===== config.mk =====
export PLATFORM = sky130hd
export DESIGN_NAME = lc3_execute_flat
export DESIGN_NICKNAME = d
export VERILOG_FILES = /design/src/rtl/lc3_execute_pkg.sv /design/src/rtl/lc3_execute_if.sv /design/src/rtl/lc3_exec_alu.sv /design/src/rtl/lc3_execute.sv /design/src/flat_wrapper.sv
export SDC_FILE = /design/constraint.sdc
export NUM_CORES = 1
export LEC_CHECK = 0
export BUFFER_PORTS_ARGS = -buffer_cell sky130_fd_sc_hd__buf_2
export CORE_MARGIN = 2
export CORE_UTILIZATION = 50
export DETAILED_ROUTE_END_ITERATION = 8
export GPL_TIMING_DRIVEN = 0
export PLACE_DENSITY = 0.78
export SLEW_MARGIN = 20
export SYNTH_ARGS = -nofsm -noshare
export SYNTH_HDL_FRONTEND = slang
export SYNTH_HIERARCHICAL = 1
export SYNTH_SLANG_ARGS = --single-unit

===== constraint.sdc =====
create_clock -name clock -period 9.5 [get_ports clock]
set_input_delay 1.9 -clock clock [delete_from_list [all_inputs] [get_ports clock]]
set_output_delay 1.9 -clock clock [all_outputs]
set_load 0.02 [all_outputs]

===== src/rtl/lc3_execute_pkg.sv =====
// lc3_pkg: shared LC3 opcodes, control encodings and sign-extension helpers
package lc3_pkg;
  localparam int DW = 16;
  localparam int RAW = 3;
  localparam logic [3:0] OP_BR = 4'b0000;
  localparam logic [3:0] OP_ADD = 4'b0001;
  localparam logic [3:0] OP_LD = 4'b0010;
  localparam logic [3:0] OP_ST = 4'b0011;
  localparam logic [3:0] OP_AND = 4'b0101;
  localparam logic [3:0] OP_LDR = 4'b0110;
  localparam logic [3:0] OP_STR = 4'b0111;
  localparam logic [3:0] OP_NOT = 4'b1001;
  localparam logic [3:0] OP_LDI = 4'b1010;
  localparam logic [3:0] OP_STI = 4'b1011;
  localparam logic [3:0] OP_JMP = 4'b1100;
  localparam logic [3:0] OP_LEA = 4'b1110;
  typedef enum logic [1:0] {ALU_ADD, ALU_AND, ALU_NOT, ALU_RSV} alu_op_t;
  typedef enum logic [1:0] {PC_OFF11, PC_OFF9, PC_OFF6, PC_ZERO} pcsel1_t;
  function automatic logic [DW-1:0] sext5(input logic [4:0] v);
    return {{(DW-5){v[4]}}, v};
  endfunction
  function automatic logic [DW-1:0] sext6(input logic [5:0] v);
    return {{(DW-6){v[5]}}, v};
  endfunction
  function automatic logic [DW-1:0] sext9(input logic [8:0] v);
    return {{(DW-9){v[8]}}, v};
  endfunction
  function automatic logic [DW-1:0] sext11(input logic [10:0] v);
    return {{(DW-11){v[10]}}, v};
  endfunction
endpackage


===== src/rtl/lc3_execute_if.sv =====
// lc3_execute_if: decode-to-execute bundle plus execute stage results
interface lc3_execute_if;
  import lc3_pkg::*;
  logic enable_execute;
  logic [5:0] E_Control;
  logic [1:0] W_Control_in;
  logic Mem_Control_in;
  logic [DW-1:0] IR;
  logic [DW-1:0] npc_in;
  logic [DW-1:0] VSR1;
  logic [DW-1:0] VSR2;
  logic bypass_alu_1;
  logic bypass_alu_2;
  logic bypass_mem_1;
  logic bypass_mem_2;
  logic [DW-1:0] Mem_Bypass_Val;
  logic [DW-1:0] aluout;
  logic [DW-1:0] pcout;
  logic [DW-1:0] M_Data;
  logic [RAW-1:0] dr;
  logic [RAW-1:0] sr1;
  logic [RAW-1:0] sr2;
  logic [DW-1:0] IR_Exec;
  logic [2:0] NZP;
  logic [1:0] W_Control_out;
  logic Mem_Control_out;
  modport master (
    output enable_execute, E_Control, W_Control_in, Mem_Control_in, IR, npc_in, VSR1, VSR2,
           bypass_alu_1, bypass_alu_2, bypass_mem_1, bypass_mem_2, Mem_Bypass_Val,
    input  aluout, pcout, M_Data, dr, sr1, sr2, IR_Exec, NZP, W_Control_out, Mem_Control_out
  );
  modport slave (
    input  enable_execute, E_Control, W_Control_in, Mem_Control_in, IR, npc_in, VSR1, VSR2,
           bypass_alu_1, bypass_alu_2, bypass_mem_1, bypass_mem_2, Mem_Bypass_Val,
    output aluout, pcout, M_Data, dr, sr1, sr2, IR_Exec, NZP, W_Control_out, Mem_Control_out
  );
endinterface


===== src/rtl/lc3_exec_alu.sv =====
// lc3_exec_alu: combinational ADD/AND/NOT, reserved encoding yields zero
module lc3_exec_alu
  import lc3_pkg::*;
(
  input  logic [DW-1:0] a,
  input  logic [DW-1:0] b,
  input  alu_op_t op,
  output logic [DW-1:0] y
);
  // select the operation result; carry out of ADD is dropped
  always_comb
    y = op == ALU_ADD ? a + b :
        op == ALU_AND ? a & b :
        op == ALU_NOT ? ~a : '0;
endmodule


===== src/rtl/lc3_execute.sv =====
// lc3_execute: LC3 execute stage with operand bypass, address adder and result registers
module lc3_execute
  import lc3_pkg::*;
(
  input logic clock,
  input logic reset,
  lc3_execute_if.slave ex
);
  logic [3:0] op;
  logic is_alu, is_st, is_ld;
  alu_op_t alu_ctl;
  pcsel1_t pcsel1;
  logic pcsel2, op2sel;
  logic [DW-1:0] op1, op2, alu_b, alu_y, base, offset, pc_sum;
  logic [RAW-1:0] dr_d;
  logic [2:0] nzp_d;
  assign op = ex.IR[15:12];
  assign is_alu = op == OP_ADD || op == OP_AND || op == OP_NOT;
  assign is_st = op == OP_ST || op == OP_STR || op == OP_STI;
  assign is_ld = op == OP_LD || op == OP_LDR || op == OP_LDI;
  assign alu_ctl = alu_op_t'(ex.E_Control[5:4]);
  assign pcsel1 = pcsel1_t'(ex.E_Control[3:2]);
  assign pcsel2 = ex.E_Control[1];
  assign op2sel = ex.E_Control[0];
  // register-file read addresses and destination/condition decode
  always_comb begin
    ex.sr1 = ex.IR[8:6];
    ex.sr2 = is_alu ? ex.IR[2:0] : is_st ? ex.IR[11:9] : '0;
    dr_d = (is_alu || is_ld || op == OP_LEA) ? ex.IR[11:9] : '0;
    nzp_d = op == OP_BR ? ex.IR[11:9] : op == OP_JMP ? 3'b111 : 3'b000;
  end
  // operand forwarding: the registered ALU result outranks the memory-stage value
  always_comb begin
    op1 = ex.bypass_alu_1 ? ex.aluout : ex.bypass_mem_1 ? ex.Mem_Bypass_Val : ex.VSR1;
    op2 = ex.bypass_alu_2 ? ex.aluout : ex.bypass_mem_2 ? ex.Mem_Bypass_Val : ex.VSR2;
    alu_b = op2sel ? op2 : sext5(ex.IR[4:0]);
  end
  // branch/memory address adder, wrapping modulo 2^16
  always_comb begin
    base = pcsel2 ? ex.npc_in : op1;
    offset = pcsel1 == PC_OFF11 ? sext11(ex.IR[10:0]) :
             pcsel1 == PC_OFF9  ? sext9(ex.IR[8:0]) :
             pcsel1 == PC_OFF6  ? sext6(ex.IR[5:0]) : '0;
    pc_sum = base + offset;
  end
  lc3_exec_alu u_alu (
    .a(op1),
    .b(alu_b),
    .op(alu_ctl),
    .y(alu_y)
  );
  // stage register bank: clear on reset, capture when enabled, otherwise hold
  always_ff @(posedge clock)
    if (!reset) begin
      ex.aluout <= '0;
      ex.pcout <= '0;
      ex.M_Data <= '0;
      ex.dr <= '0;
      ex.IR_Exec <= '0;
      ex.NZP <= '0;
      ex.W_Control_out <= '0;
      ex.Mem_Control_out <= 1'b0;
    end else if (ex.enable_execute) begin
      ex.aluout <= op == OP_LEA ? pc_sum : alu_y;
      ex.pcout <= pc_sum;
      ex.M_Data <= op2;
      ex.dr <= dr_d;
      ex.IR_Exec <= ex.IR;
      ex.NZP <= nzp_d;
      ex.W_Control_out <= ex.W_Control_in;
      ex.Mem_Control_out <= ex.Mem_Control_in;
    end
endmodule


===== src/flat_wrapper.sv =====
// flat-port wrapper written by rule: the top's interface ports become plain ports
module lc3_execute_flat import lc3_pkg::*;
  (clock, reset, ex_enable_execute, ex_E_Control, ex_W_Control_in, ex_Mem_Control_in, ex_IR, ex_npc_in, ex_VSR1, ex_VSR2, ex_bypass_alu_1, ex_bypass_alu_2, ex_bypass_mem_1, ex_bypass_mem_2, ex_Mem_Bypass_Val, ex_aluout, ex_pcout, ex_M_Data, ex_dr, ex_sr1, ex_sr2, ex_IR_Exec, ex_NZP, ex_W_Control_out, ex_Mem_Control_out);
  lc3_execute_if ex_i ();
  input logic clock;
  input logic reset;
  input wire logic [$bits(ex_i.enable_execute)-1:0] ex_enable_execute;
  input wire logic [$bits(ex_i.E_Control)-1:0] ex_E_Control;
  input wire logic [$bits(ex_i.W_Control_in)-1:0] ex_W_Control_in;
  input wire logic [$bits(ex_i.Mem_Control_in)-1:0] ex_Mem_Control_in;
  input wire logic [$bits(ex_i.IR)-1:0] ex_IR;
  input wire logic [$bits(ex_i.npc_in)-1:0] ex_npc_in;
  input wire logic [$bits(ex_i.VSR1)-1:0] ex_VSR1;
  input wire logic [$bits(ex_i.VSR2)-1:0] ex_VSR2;
  input wire logic [$bits(ex_i.bypass_alu_1)-1:0] ex_bypass_alu_1;
  input wire logic [$bits(ex_i.bypass_alu_2)-1:0] ex_bypass_alu_2;
  input wire logic [$bits(ex_i.bypass_mem_1)-1:0] ex_bypass_mem_1;
  input wire logic [$bits(ex_i.bypass_mem_2)-1:0] ex_bypass_mem_2;
  input wire logic [$bits(ex_i.Mem_Bypass_Val)-1:0] ex_Mem_Bypass_Val;
  output wire logic [$bits(ex_i.aluout)-1:0] ex_aluout;
  output wire logic [$bits(ex_i.pcout)-1:0] ex_pcout;
  output wire logic [$bits(ex_i.M_Data)-1:0] ex_M_Data;
  output wire logic [$bits(ex_i.dr)-1:0] ex_dr;
  output wire logic [$bits(ex_i.sr1)-1:0] ex_sr1;
  output wire logic [$bits(ex_i.sr2)-1:0] ex_sr2;
  output wire logic [$bits(ex_i.IR_Exec)-1:0] ex_IR_Exec;
  output wire logic [$bits(ex_i.NZP)-1:0] ex_NZP;
  output wire logic [$bits(ex_i.W_Control_out)-1:0] ex_W_Control_out;
  output wire logic [$bits(ex_i.Mem_Control_out)-1:0] ex_Mem_Control_out;
  assign ex_i.enable_execute = ex_enable_execute;
  assign ex_i.E_Control = ex_E_Control;
  assign ex_i.W_Control_in = ex_W_Control_in;
  assign ex_i.Mem_Control_in = ex_Mem_Control_in;
  assign ex_i.IR = ex_IR;
  assign ex_i.npc_in = ex_npc_in;
  assign ex_i.VSR1 = ex_VSR1;
  assign ex_i.VSR2 = ex_VSR2;
  assign ex_i.bypass_alu_1 = ex_bypass_alu_1;
  assign ex_i.bypass_alu_2 = ex_bypass_alu_2;
  assign ex_i.bypass_mem_1 = ex_bypass_mem_1;
  assign ex_i.bypass_mem_2 = ex_bypass_mem_2;
  assign ex_i.Mem_Bypass_Val = ex_Mem_Bypass_Val;
  assign ex_aluout = ex_i.aluout;
  assign ex_pcout = ex_i.pcout;
  assign ex_M_Data = ex_i.M_Data;
  assign ex_dr = ex_i.dr;
  assign ex_sr1 = ex_i.sr1;
  assign ex_sr2 = ex_i.sr2;
  assign ex_IR_Exec = ex_i.IR_Exec;
  assign ex_NZP = ex_i.NZP;
  assign ex_W_Control_out = ex_i.W_Control_out;
  assign ex_Mem_Control_out = ex_i.Mem_Control_out;
  lc3_execute u_core (.clock(clock), .reset(reset), .ex(ex_i));
endmodule

==> results.py, run 1 <==
metrics = {
    "route": {
        "via_per_inst": 5.76,
        "wl_per_cell_um": 18.0,
        "first_pass_iters": 6,
        "vias": 6016,
        "first_iter_violations": 607,
        "totalWireLength_um": 18800,
        "drt.antenna.violating_nets": 0,
        "drcViolationCount": 0,
    },
    "sta": {
        "setup_tns_ns": 0,
        "fmax_ghz": 0.183,
        "hold_viol_final": 0,
        "maxSlewHeadroom_pct": 38.0,
        "worst_slew_pin_slew_ns": 0.921,
        "drv_slew": 0,
        "fin_ws_ns": 4.02,
        "layout_min_cycle_time_ns": 5.48,
        "grt_setup_unrepaired": "no",
        "skew_ns": 0.00834,
        "setup_violations": 0,
        "period_share_pct": 57.6,
    },
    "worst_hold_path": {
        "worstHoldStart": "u_core/ex.pcout[11]",
        "hold_end": "u_core/ex.pcout[11]",
        "min_path_type": "flop to flop",
        "hold_depth": 2,
    },
    "power": {
        "peakVddDrop_v": 0.000105,
        "seqPwrFrac_pct": 31.5,
        "power.density_mw_per_mm2": 157,
        "p_comb_share_pct": 36.4,
        "clkPwrFrac_pct": 32.1,
        "power_uw": 1110,
        "p_sw_uw": 387,
        "switching_share_pct": 34.9,
        "p_leak_uw": 0.00341,
        "power.internal_uw": 722,
    },
    "global_routing": {
        "grt_pass1_wl_um": 29700,
        "grt_pass1_vias": 5791,
        "grt_max_degree": 13,
        "antenna_found_initial": 0,
        "grt_overflow_total": 0,
        "track_usage_pct": 29.8,
    },
    "clock_tree": {
        "cts_setup_buffers": 0,
        "cts_resized": 0,
        "cts.sinks": 73,
        "cts_root_buf": "clkbuf_16",
        "clk-insertion-delay-late_ns": 0.34,
        "cts_hold_buf": 0,
        "htreeDepth": 3,
        "clk_pin_slew_ns": 0.05,
        "clock_path_buffers": 2,
        "numCtsBuffers": 9,
        "cts_tree": "yes",
    },
    "setup_path": {
        "r2r-end": "u_core/ex.aluout[14]",
        "criticalPathCategory": "input pin to flop",
        "worst_ep_required_time_ns": 9.70,
        "critPathMaxFanout": 10,
        "crit_path_end_kind": "flop",
        "critical_path.startpoint_type": "input pin",
        "worstReg2RegStart": "u_core/ex.aluout[0]",
        "ff2ff_path_depth": 16,
        "crit_arrival_ns": 5.68,
        "regToRegSetupSlack_ns": 5.99,
    },
    "synthesis": {
        "syn_avg_cell_area_um2": 8.00,
        "netlist_instances": 721,
        "synth_most_common_cell": "nand2_1",
        "synth_largest_area_cell": "dfxtp_1",
        "synth_area_leaders": "dfxtp_1 (25%), mux2i_1 (14%), ha_1 (6.7%)",
        "ys.flop_type": "dfxtp_1",
        "synth-seq-cells": 73,
        "yosys-top-cells-count": "nand2_1 (95), mux2i_1 (81), dfxtp_1 (73), o21ai_0 (64)",
        "synth_fp_nets": 850,
        "yosysWarnings": 6,
        "synth_edf_count": 0,
        "synth_seq_area_share_pct": 25.3,
        "synth_top_cell_area_share_pct": 25.3,
        "synth_cell_type_count": 56,
        "syn_area_mm2": 0.00577,
        "async_reset_ff_share_pct": 0,
    },
    "place": {
        "numPortBuffers": 166,
        "routabilityCongestion": 0.936,
        "dp_slack_ns": 3.79,
        "dp_hpwl_um": 15100,
        "place_area_mm2": 0.00678,
    },
    "floorplanning": {
        "io_pins": 175,
        "start_util_pct": 51.0,
        "num_rows": 39,
        "core_area_mm2": 0.0113,
        "die_w_um": 111,
        "die_h_um": 111,
        "dieArea_mm2": 0.0124,
    },
    "final_layout": {
        "fin_area_mm2": 0.00709,
        "seqCellArea_mm2": 0.00146,
        "drive_above_1_share_pct": 25.4,
        "layout.nets": 1027,
        "fillerInstances": 1046,
        "area_delta_synth_final_pct": 22.8,
        "multiInputGateArea_mm2": 0.00403,
        "n_antenna_cell": 0,
    },
    "run_status": {
        "status": "finished, final reports clean",
    },
    "flow_run": {
        "max_cap_violations": 0,
    },
}
-- power by group through the flow --
| stage | clock network (µW) | logic, µW | registers [µW] |
|---|---|---|---|
| floorplan | 0 | 250 | 382 |
| global placement | 0 | 389 | 356 |
| detailed placement | 0 | 395 | 356 |
| CTS | 359 | 397 | 350 |
| global route | 375 | 439 | 352 |
| finish | 356 | 403 | 350 |
-- critical path, stage by stage --
cell      delay, ns
buf_2          0.19
buf_2          0.37
mux2i_1        0.22
o21ai_0        0.18
mux2_2         0.34
ha_1           0.22
fa_1           0.43
a21oi_1        0.16
nor2b_1        0.08
a311o_1        0.42
a21bo_2        0.25
a31oi_4        0.18
xor2_1         0.22
o221ai_1       0.13
nand3_1        0.10
o21ai_0        0.09
nand2_1        0.10
o21ai_0        0.09
-- through the flow --
| stage | utilization, % | hold slack, ns | cells |
|---|---|---|---|
| after floorplan | - | 0.545 | 721 |
| after global placement | 59.9 | 0.471 | 1030 |
| after detailed placement | 59.9 | 0.476 | 1030 |
| after CTS | 62.6 | 0.483 | 1044 |
| after global routing | 62.6 | 0.507 | 1044 |
| final | 62.6 | 0.481 | 1044 |
-- cells by family after synthesis --
logic type,count (synthesis),share of synthesized area [%]
AO/OA/AOI/OAI,181,19.9
multiplexers,102,18.1
flip-flops,73,25.3
AND/OR/NAND/NOR,237,20.3
adder cells (fa/ha/maj),33,7.42
XOR/XNOR,27,4.10
buffers and inverters,68,4.90
-- worst max path at each step --
stage	depth (start not counted)	slack, ns	endpoint	start
after floorplan	18	4.35	u_core/ex.aluout[14]	ex_bypass_mem_2
after global placement	18	3.82	u_core/ex.aluout[14]	ex_bypass_mem_2
after detailed placement	18	3.79	u_core/ex.aluout[14]	ex_bypass_mem_2
after CTS	18	4.12	u_core/ex.aluout[14]	ex_bypass_mem_2
after global routing	18	3.82	u_core/ex.aluout[14]	ex_bypass_mem_2
final	18	4.02	u_core/ex.aluout[14]	ex_bypass_mem_2
-- per-layer routing --
layer	wire [µm]	vias to the layer above	GRT usage (%)
met5	0	-	0
met3	1810	31	6.53
met1	7530	2792	37.2
met2	8910	288	51.1
met4	529	0	10.2
li1	-	2905	-
-- cells in the final DEF (no fill, tap or decap), types with 5 or more instances in the layout --
cell	count
a21o_1	12
a21oi_1	40
and2_1	15
buf_2	175
clkbuf_1	32
clkbuf_16	9
dfxtp_1	73
ha_1	31
inv_1	18
mux2_2	21
mux2i_1	81
nand2_1	95
nand2b_1	8
nand3_1	17
nand3b_1	9
nand4_1	8
nor2_1	33
nor2b_1	40
o211ai_1	6
o21ai_0	64
o21bai_1	6
o221ai_1	5
o22ai_1	13
xnor2_1	19
xor2_1	8
-- state kept, by name, summed over array words and instances, names as in the netlist --
register	cells
u_core/ex.IR_Exec	16
u_core/ex.M_Data	16
u_core/ex.Mem_Control_out	1
u_core/ex.NZP	3
u_core/ex.W_Control_out	2
u_core/ex.aluout	16
u_core/ex.dr	3
u_core/ex.pcout	16
-- cell type report --
| type | count | area share [%] |
|---|---|---|
| plain buffers | 50 | 3.04 |
| clock buffers | 9 | 3.18 |
| clock inverters | 5 | 1.17 |
| inverters | 18 | 0.953 |
| multi-input cells | 580 | 56.8 |
| flip-flops and latches | 73 | 20.6 |
| well taps | 143 | 2.52 |
| repair buffers | 166 | 11.7 |
Note: power is estimated with default switching activity, not from simulation.
==> run 2, diff against run 1 <==
--- a/config.mk
+++ b/config.mk
@@ -7,7 +7,7 @@
 export LEC_CHECK = 0
 export BUFFER_PORTS_ARGS = -buffer_cell sky130_fd_sc_hd__buf_2
 export CORE_MARGIN = 2
-export CORE_UTILIZATION = 50
+export CORE_UTILIZATION = 48
 export DETAILED_ROUTE_END_ITERATION = 8
 export GPL_TIMING_DRIVEN = 0
 export PLACE_DENSITY = 0.78
==> constraint.sdc (replaced) <==
create_clock -name clock -period 5 [get_ports clock]
set_input_delay 1 -clock clock [delete_from_list [all_inputs] [get_ports clock]]
set_output_delay 1 -clock clock [all_outputs]
set_load 0.02 [all_outputs]
==> run 2 against run 1 <==
  * Core utilization shrank 2.6 points
  * Flip-flop and latch count is the same
  * Via count shrank 1.8%
  * Clock skew shrank 0.0013 ns
  * Combinational power grew 91%
==> results.py, run 2 (synthesized netlist as in run 1, its figures left out) <==
metrics = {
    "run_status": {
        "status": "finished, final reports clean",
    },
    "setup_path": {
        "crit_path_max_incr_delay_ns": 0.42,
        "critPathMaxFanout": 10,
        "crit_path_end_kind": "flop",
        "regToRegSetupSlack_ns": 1.51,
        "crit_arrival_ns": 4.76,
        "worstReg2RegStart": "u_core/ex.aluout[0]",
        "crit_path_cell_trace": "buf_2 -> buf_2 -> mux2i_1 -> o21ai_0 -> mux2_2 -> ha_1 -> fa_1 -> a21oi_1 -> nor2b_1 -> a311o_1 -> a21bo_2 -> a31oi_4 -> xor2_1 -> o221ai_1 -> nand3_1 -> o21ai_0 -> nand2_1 -> o21ai_0",
        "worst_ep_required_time_ns": 5.21,
        "ff2ff_path_depth": 16,
        "slowest_stage": "fa_1",
        "criticalPathCategory": "input pin to flop",
        "path_common_cell": "o21ai_0",
        "r2r-end": "u_core/ex.aluout[14]",
        "critical_path.startpoint_type": "input pin",
    },
    "route": {
        "via_per_inst": 5.62,
        "first_pass_iters": 5,
        "drt.antenna.violating_nets": 0,
        "drcViolationCount": 0,
        "wl_per_cell_um": 17.8,
        "totalWireLength_um": 18700,
        "first_iter_violations": 460,
        "vias": 5906,
    },
    "clock_tree": {
        "cts.sinks": 73,
        "clk-insertion-delay-late_ns": 0.34,
        "clock_path_buffers": 2,
        "cts_root_buf": "clkbuf_16",
        "cts_resized": 0,
        "cts_tree": "yes",
        "numCtsBuffers": 9,
        "cts_hold_buf": 0,
        "htreeDepth": 3,
        "cts_setup_buffers": 0,
        "clk_pin_slew_ns": 0.05,
    },
    "global_routing": {
        "met1_usage_pct": 35.5,
        "met2_usage_pct": 50.4,
        "antenna_found_initial": 1,
        "grt_pass1_vias": 5691,
        "grt_overflow_total": 0,
        "grt.busiest_layer": "met2",
        "track_usage_pct": 28.9,
        "grt_pass1_wl_um": 29000,
        "grt_max_degree": 12,
        "use_met3_pct": 6.22,
    },
    "final_layout": {
        "layout_commonest_cell": "buf_2",
        "layout_common_cells": "buf_2 (175), nand2_1 (95), mux2i_1 (81)",
        "fin_util_pct": 60.0,
        "layout.nets": 1027,
        "area_delta_synth_final_pct": 23.4,
        "drive_above_1_share_pct": 25.4,
        "fin_cells": 1050,
    },
    "floorplanning": {
        "die_w_um": 114,
        "die_h_um": 114,
        "core_area_mm2": 0.0119,
        "io_pins": 175,
        "dieArea_mm2": 0.0129,
        "start_util_pct": 48.6,
        "num_rows": 40,
    },
    "sta": {
        "layout_min_cycle_time_ns": 4.55,
        "setup_violations": 0,
        "worst_slew_pin_slew_ns": 0.912,
        "maxSlewHeadroom_pct": 38.5,
        "period_share_pct": 91.0,
        "hold_viol_final": 0,
        "skew_ns": 0.00702,
        "fin_ws_ns": 0.450,
        "setup_tns_ns": 0,
        "fmax_ghz": 0.220,
        "drv_slew": 0,
        "grt_setup_unrepaired": "no",
    },
    "place": {
        "routabilityCongestion": 0.905,
        "dp_slack_ns": 0.191,
        "dp_hpwl_um": 14900,
        "place_inst": 1034,
        "numPortBuffers": 166,
    },
    "power": {
        "p_leak_uw": 0.00343,
        "peakVddDrop_v": 0.000215,
        "power_uw": 2150,
        "power.density_mw_per_mm2": 302,
    },
    "worst_hold_path": {
        "min_path_type": "flop to flop",
        "worstHoldStart": "u_core/ex.IR_Exec[9]",
        "hold_end": "u_core/ex.IR_Exec[9]",
        "hold_depth": 2,
    },
    "flow_run": {
        "max_cap_violations": 0,
    },
}
## run 2: cell types whose count changed in the layout (fill, tap and decap cells not counted), sizes merged
| cell | change |
|---|---|
| clkbuf | +4 |
| clkinv | -3 |
| diode | +1 |
## run 2: report_power, final
group | internal (µW) | switching, µW
Combinational | 310 | 459
Clock | 475 | 239
Sequential | 630 | 34.2
## run 2: cell type report
cell class / count / area [µm²]
inverters: 18 / 67.6
multi-input cells: 580 / 4030
repair buffers: 166 / 831
well taps: 147 / 184
clock buffers: 13 / 270
plain buffers: 50 / 215
clock inverters: 2 / 60.1
flip-flops and latches: 73 / 1460
fillers: 1093 / 4740
diodes: 1 / 2.50
## run 2: per-layer routing
layer / wire, µm / vias up
li1: - / 2906
met1: 7900 / 2709
met2: 9020 / 259
met3: 1350 / 32
met4: 442 / 0
met5: 0 / -
## run 2: worst max-delay path by stage
stage                               start              endpoint  slack (ns)  depth (start not counted)
after floorplan           ex_bypass_mem_2  u_core/ex.aluout[14]        0.75                         18
after global placement    ex_bypass_mem_2  u_core/ex.aluout[14]        0.19                         18
after detailed placement  ex_bypass_mem_2  u_core/ex.aluout[14]        0.19                         18
after CTS                 ex_bypass_mem_2  u_core/ex.aluout[14]        0.49                         18
after global routing      ex_bypass_mem_2  u_core/ex.aluout[14]        0.23                         18
final                     ex_bypass_mem_2  u_core/ex.aluout[14]        0.45                         18
## run 2: critical path: cells and delay by family
family | cells | cell delay, ns
adder cells (fa/ha/maj) | 2 | 0.64
buffers and inverters | 2 | 0.57
AO/OA/AOI/OAI | 8 | 1.52
multiplexers | 2 | 0.57
XOR/XNOR | 1 | 0.17
AND/OR/NAND/NOR | 3 | 0.28
## run 2: per-stage QoR
| step | instance area, µm² | hold slack (ns) |
|---|---|---|
| finish | 7120 | 0.486 |
| global route | 7120 | 0.519 |
| CTS | 7120 | 0.487 |
| detailed placement | 6790 | 0.477 |
| global placement | 6790 | 0.464 |
| floorplan | 5770 | 0.545 |
==> run 3, diff against run 2 <==
--- a/config.mk
+++ b/config.mk
@@ -7,10 +7,12 @@
 export LEC_CHECK = 0
 export BUFFER_PORTS_ARGS = -buffer_cell sky130_fd_sc_hd__buf_2
 export CORE_MARGIN = 2
-export CORE_UTILIZATION = 48
+export CORE_UTILIZATION = 49
+export CTS_BUF_LIST = sky130_fd_sc_hd__clkbuf_8
 export DETAILED_ROUTE_END_ITERATION = 8
 export GPL_TIMING_DRIVEN = 0
-export PLACE_DENSITY = 0.78
+export PLACE_DENSITY = 0.8
+export RECOVER_POWER = 100
 export SLEW_MARGIN = 20
 export SYNTH_ARGS = -nofsm -noshare
 export SYNTH_HDL_FRONTEND = slang
==> run 3 against run 2 <==
  * Final cell count shrank 0.29%
  * Fmax down 1.7%
  * Routed wire length fell by 0.84%
  * Total power down 16%
==> results.py, run 3 (synthesized netlist as in run 1, its figures left out) <==
metrics = {
    "setup_path": {
        "path_buf_inv": 2,
        "path_common_cell": "clkbuf_1",
        "crit_path_end_kind": "flop",
        "crit_path_cell_trace": "clkbuf_1 -> clkbuf_1 -> mux2_2 -> ha_1 -> fa_1 -> a21o_1 -> a221oi_1 -> o21ai_0 -> a311oi_1 -> a21oi_1",
        "worst_ep_required_time_ns": 5.22,
        "crit_arrival_ns": 4.85,
        "criticalPathCategory": "input pin to flop",
        "critPathTopFamily": "compound AO/OA/AOI/OAI gates",
        "critical_path.startpoint_type": "input pin",
        "crit_path_max_incr_delay_ns": 0.63,
        "slowest_stage": "a221oi_1",
        "critPathMaxFanout": 10,
    },
    "sta": {
        "setup_tns_ns": 0,
        "layout_min_cycle_time_ns": 4.63,
        "skew_ns": 0.0105,
        "setup_violations": 0,
        "drv_slew": 0,
        "grt_setup_unrepaired": "no",
        "fmax_ghz": 0.216,
        "period_share_pct": 92.6,
        "maxSlewHeadroom_pct": 39.0,
        "hold_viol_final": 0,
        "worst_slew_pin_slew_ns": 0.906,
        "worst_hold_slack_ns": 0.487,
    },
    "route": {
        "first_iter_violations": 491,
        "first_pass_iters": 6,
        "vias": 6018,
        "totalWireLength_um": 18600,
        "via_per_inst": 5.75,
        "drcViolationCount": 0,
        "wl_per_cell_um": 17.7,
        "drt.antenna.violating_nets": 0,
    },
    "final_layout": {
        "layout_commonest_cell": "clkbuf_1",
        "layout_common_cells": "clkbuf_1 (117), nand2_1 (95), buf_2 (91)",
        "drive_above_1_share_pct": 15.4,
        "area_delta_synth_final_pct": 18.0,
        "layout.nets": 1027,
        "fin_area_mm2": 0.00681,
    },
    "floorplanning": {
        "dieArea_mm2": 0.0127,
        "start_util_pct": 50.3,
        "die_w_um": 113,
        "core_area_mm2": 0.0115,
        "die_h_um": 113,
        "num_rows": 39,
        "io_pins": 175,
    },
    "global_routing": {
        "grt_pass1_wl_um": 29200,
        "track_usage_pct": 29.0,
        "grt_pass1_vias": 5770,
        "antenna_found_initial": 0,
        "grt_overflow_total": 0,
        "grt_max_degree": 12,
    },
    "power": {
        "power.density_mw_per_mm2": 265,
        "p_leak_uw": 0.00303,
        "peakVddDrop_v": 0.000172,
    },
    "clock_tree": {
        "cts_tree": "yes",
        "cts_root_buf": "clkbuf_8",
        "numCtsBuffers": 9,
        "clk-insertion-delay-late_ns": 0.35,
        "clk_pin_slew_ns": 0.08,
        "cts.sinks": 73,
        "cts_hold_buf": 0,
        "cts_setup_buffers": 0,
        "clock_path_buffers": 2,
        "cts_resized": 0,
        "htreeDepth": 3,
    },
    "run_status": {
        "status": "finished, final reports clean",
    },
    "flow_run": {
        "max_cap_violations": 0,
    },
    "place": {
        "numPortBuffers": 166,
        "dp_hpwl_um": 15000,
        "place_area_mm2": 0.00678,
        "routabilityCongestion": 0.930,
    },
    "worst_hold_path": {
        "min_path_type": "flop to flop",
    },
}
[run 3: cell types whose count changed in the layout (fill, tap and decap cells not counted), sizes merged]
cell,before,now
buf,183,98
bufinv,2,0
clkbuf,46,127
clkinv,0,2
clkinvlp,0,1
inv,18,22
[run 3: report_power, final]
group	switching [µW]	internal, µW	leakage (µW)
sequential	35.4	629	0.000601
clock	221	171	0.0000940
combinational	453	292	0.00233
[run 3: worst min-delay path: stages, from the launching register on]
cell and delay, ns:
dfxtp_1 0.32, nand2b_1 0.06, a21boi_0 0.07
[run 3: cell type report]
class	count	area [µm²]
Clock buffer	9	124
Tap cell	143	179
Multi-Input combinational cell	580	4000
Clock inverter	7	32.5
Antenna cell	1	2.50
Fill cell	1099	4660
Inverter	18	67.6
Timing Repair Buffer	166	729
Buffer	50	211
Sequential cell	73	1460
[run 3: metrics by stage]
step	total power [µW]	std cells	worst slack (ns)	utilization [%]
after floorplan	1200	721	0.748	-
after global placement	1410	1030	0.239	59.1
after detailed placement	1430	1030	0.242	59.1
after CTS	1820	1046	0.600	60.5
after global routing	1910	1046	0.216	59.3
final	1800	1047	0.372	59.4
[run 3: final timing paths]
| path | startpoint | to | slack, ns | cells after the start |
|---|---|---|---|---|
| setup / recovery | ex_E_Control[1] | u_core/ex.pcout[14] | 0.37 | 10 |
| hold / removal | u_core/ex.IR_Exec[9] | u_core/ex.IR_Exec[9] | 0.49 | 2 |
| setup reg to reg | u_core/ex.aluout[0] | u_core/ex.pcout[14] | 1.46 | 10 |
| hold reg to reg | u_core/ex.IR_Exec[9] | u_core/ex.IR_Exec[9] | 0.49 | 2 |
[run 3: metal layers]
metal | vias to the layer above | track usage, % | share of wire [%]
met5 | - | 0 | 0
met4 | 0 | 10.1 | 2.8
met3 | 29 | 7.72 | 8.6
met2 | 258 | 48.9 | 47
met1 | 2830 | 35.8 | 42
li1 | 2901 | - | -
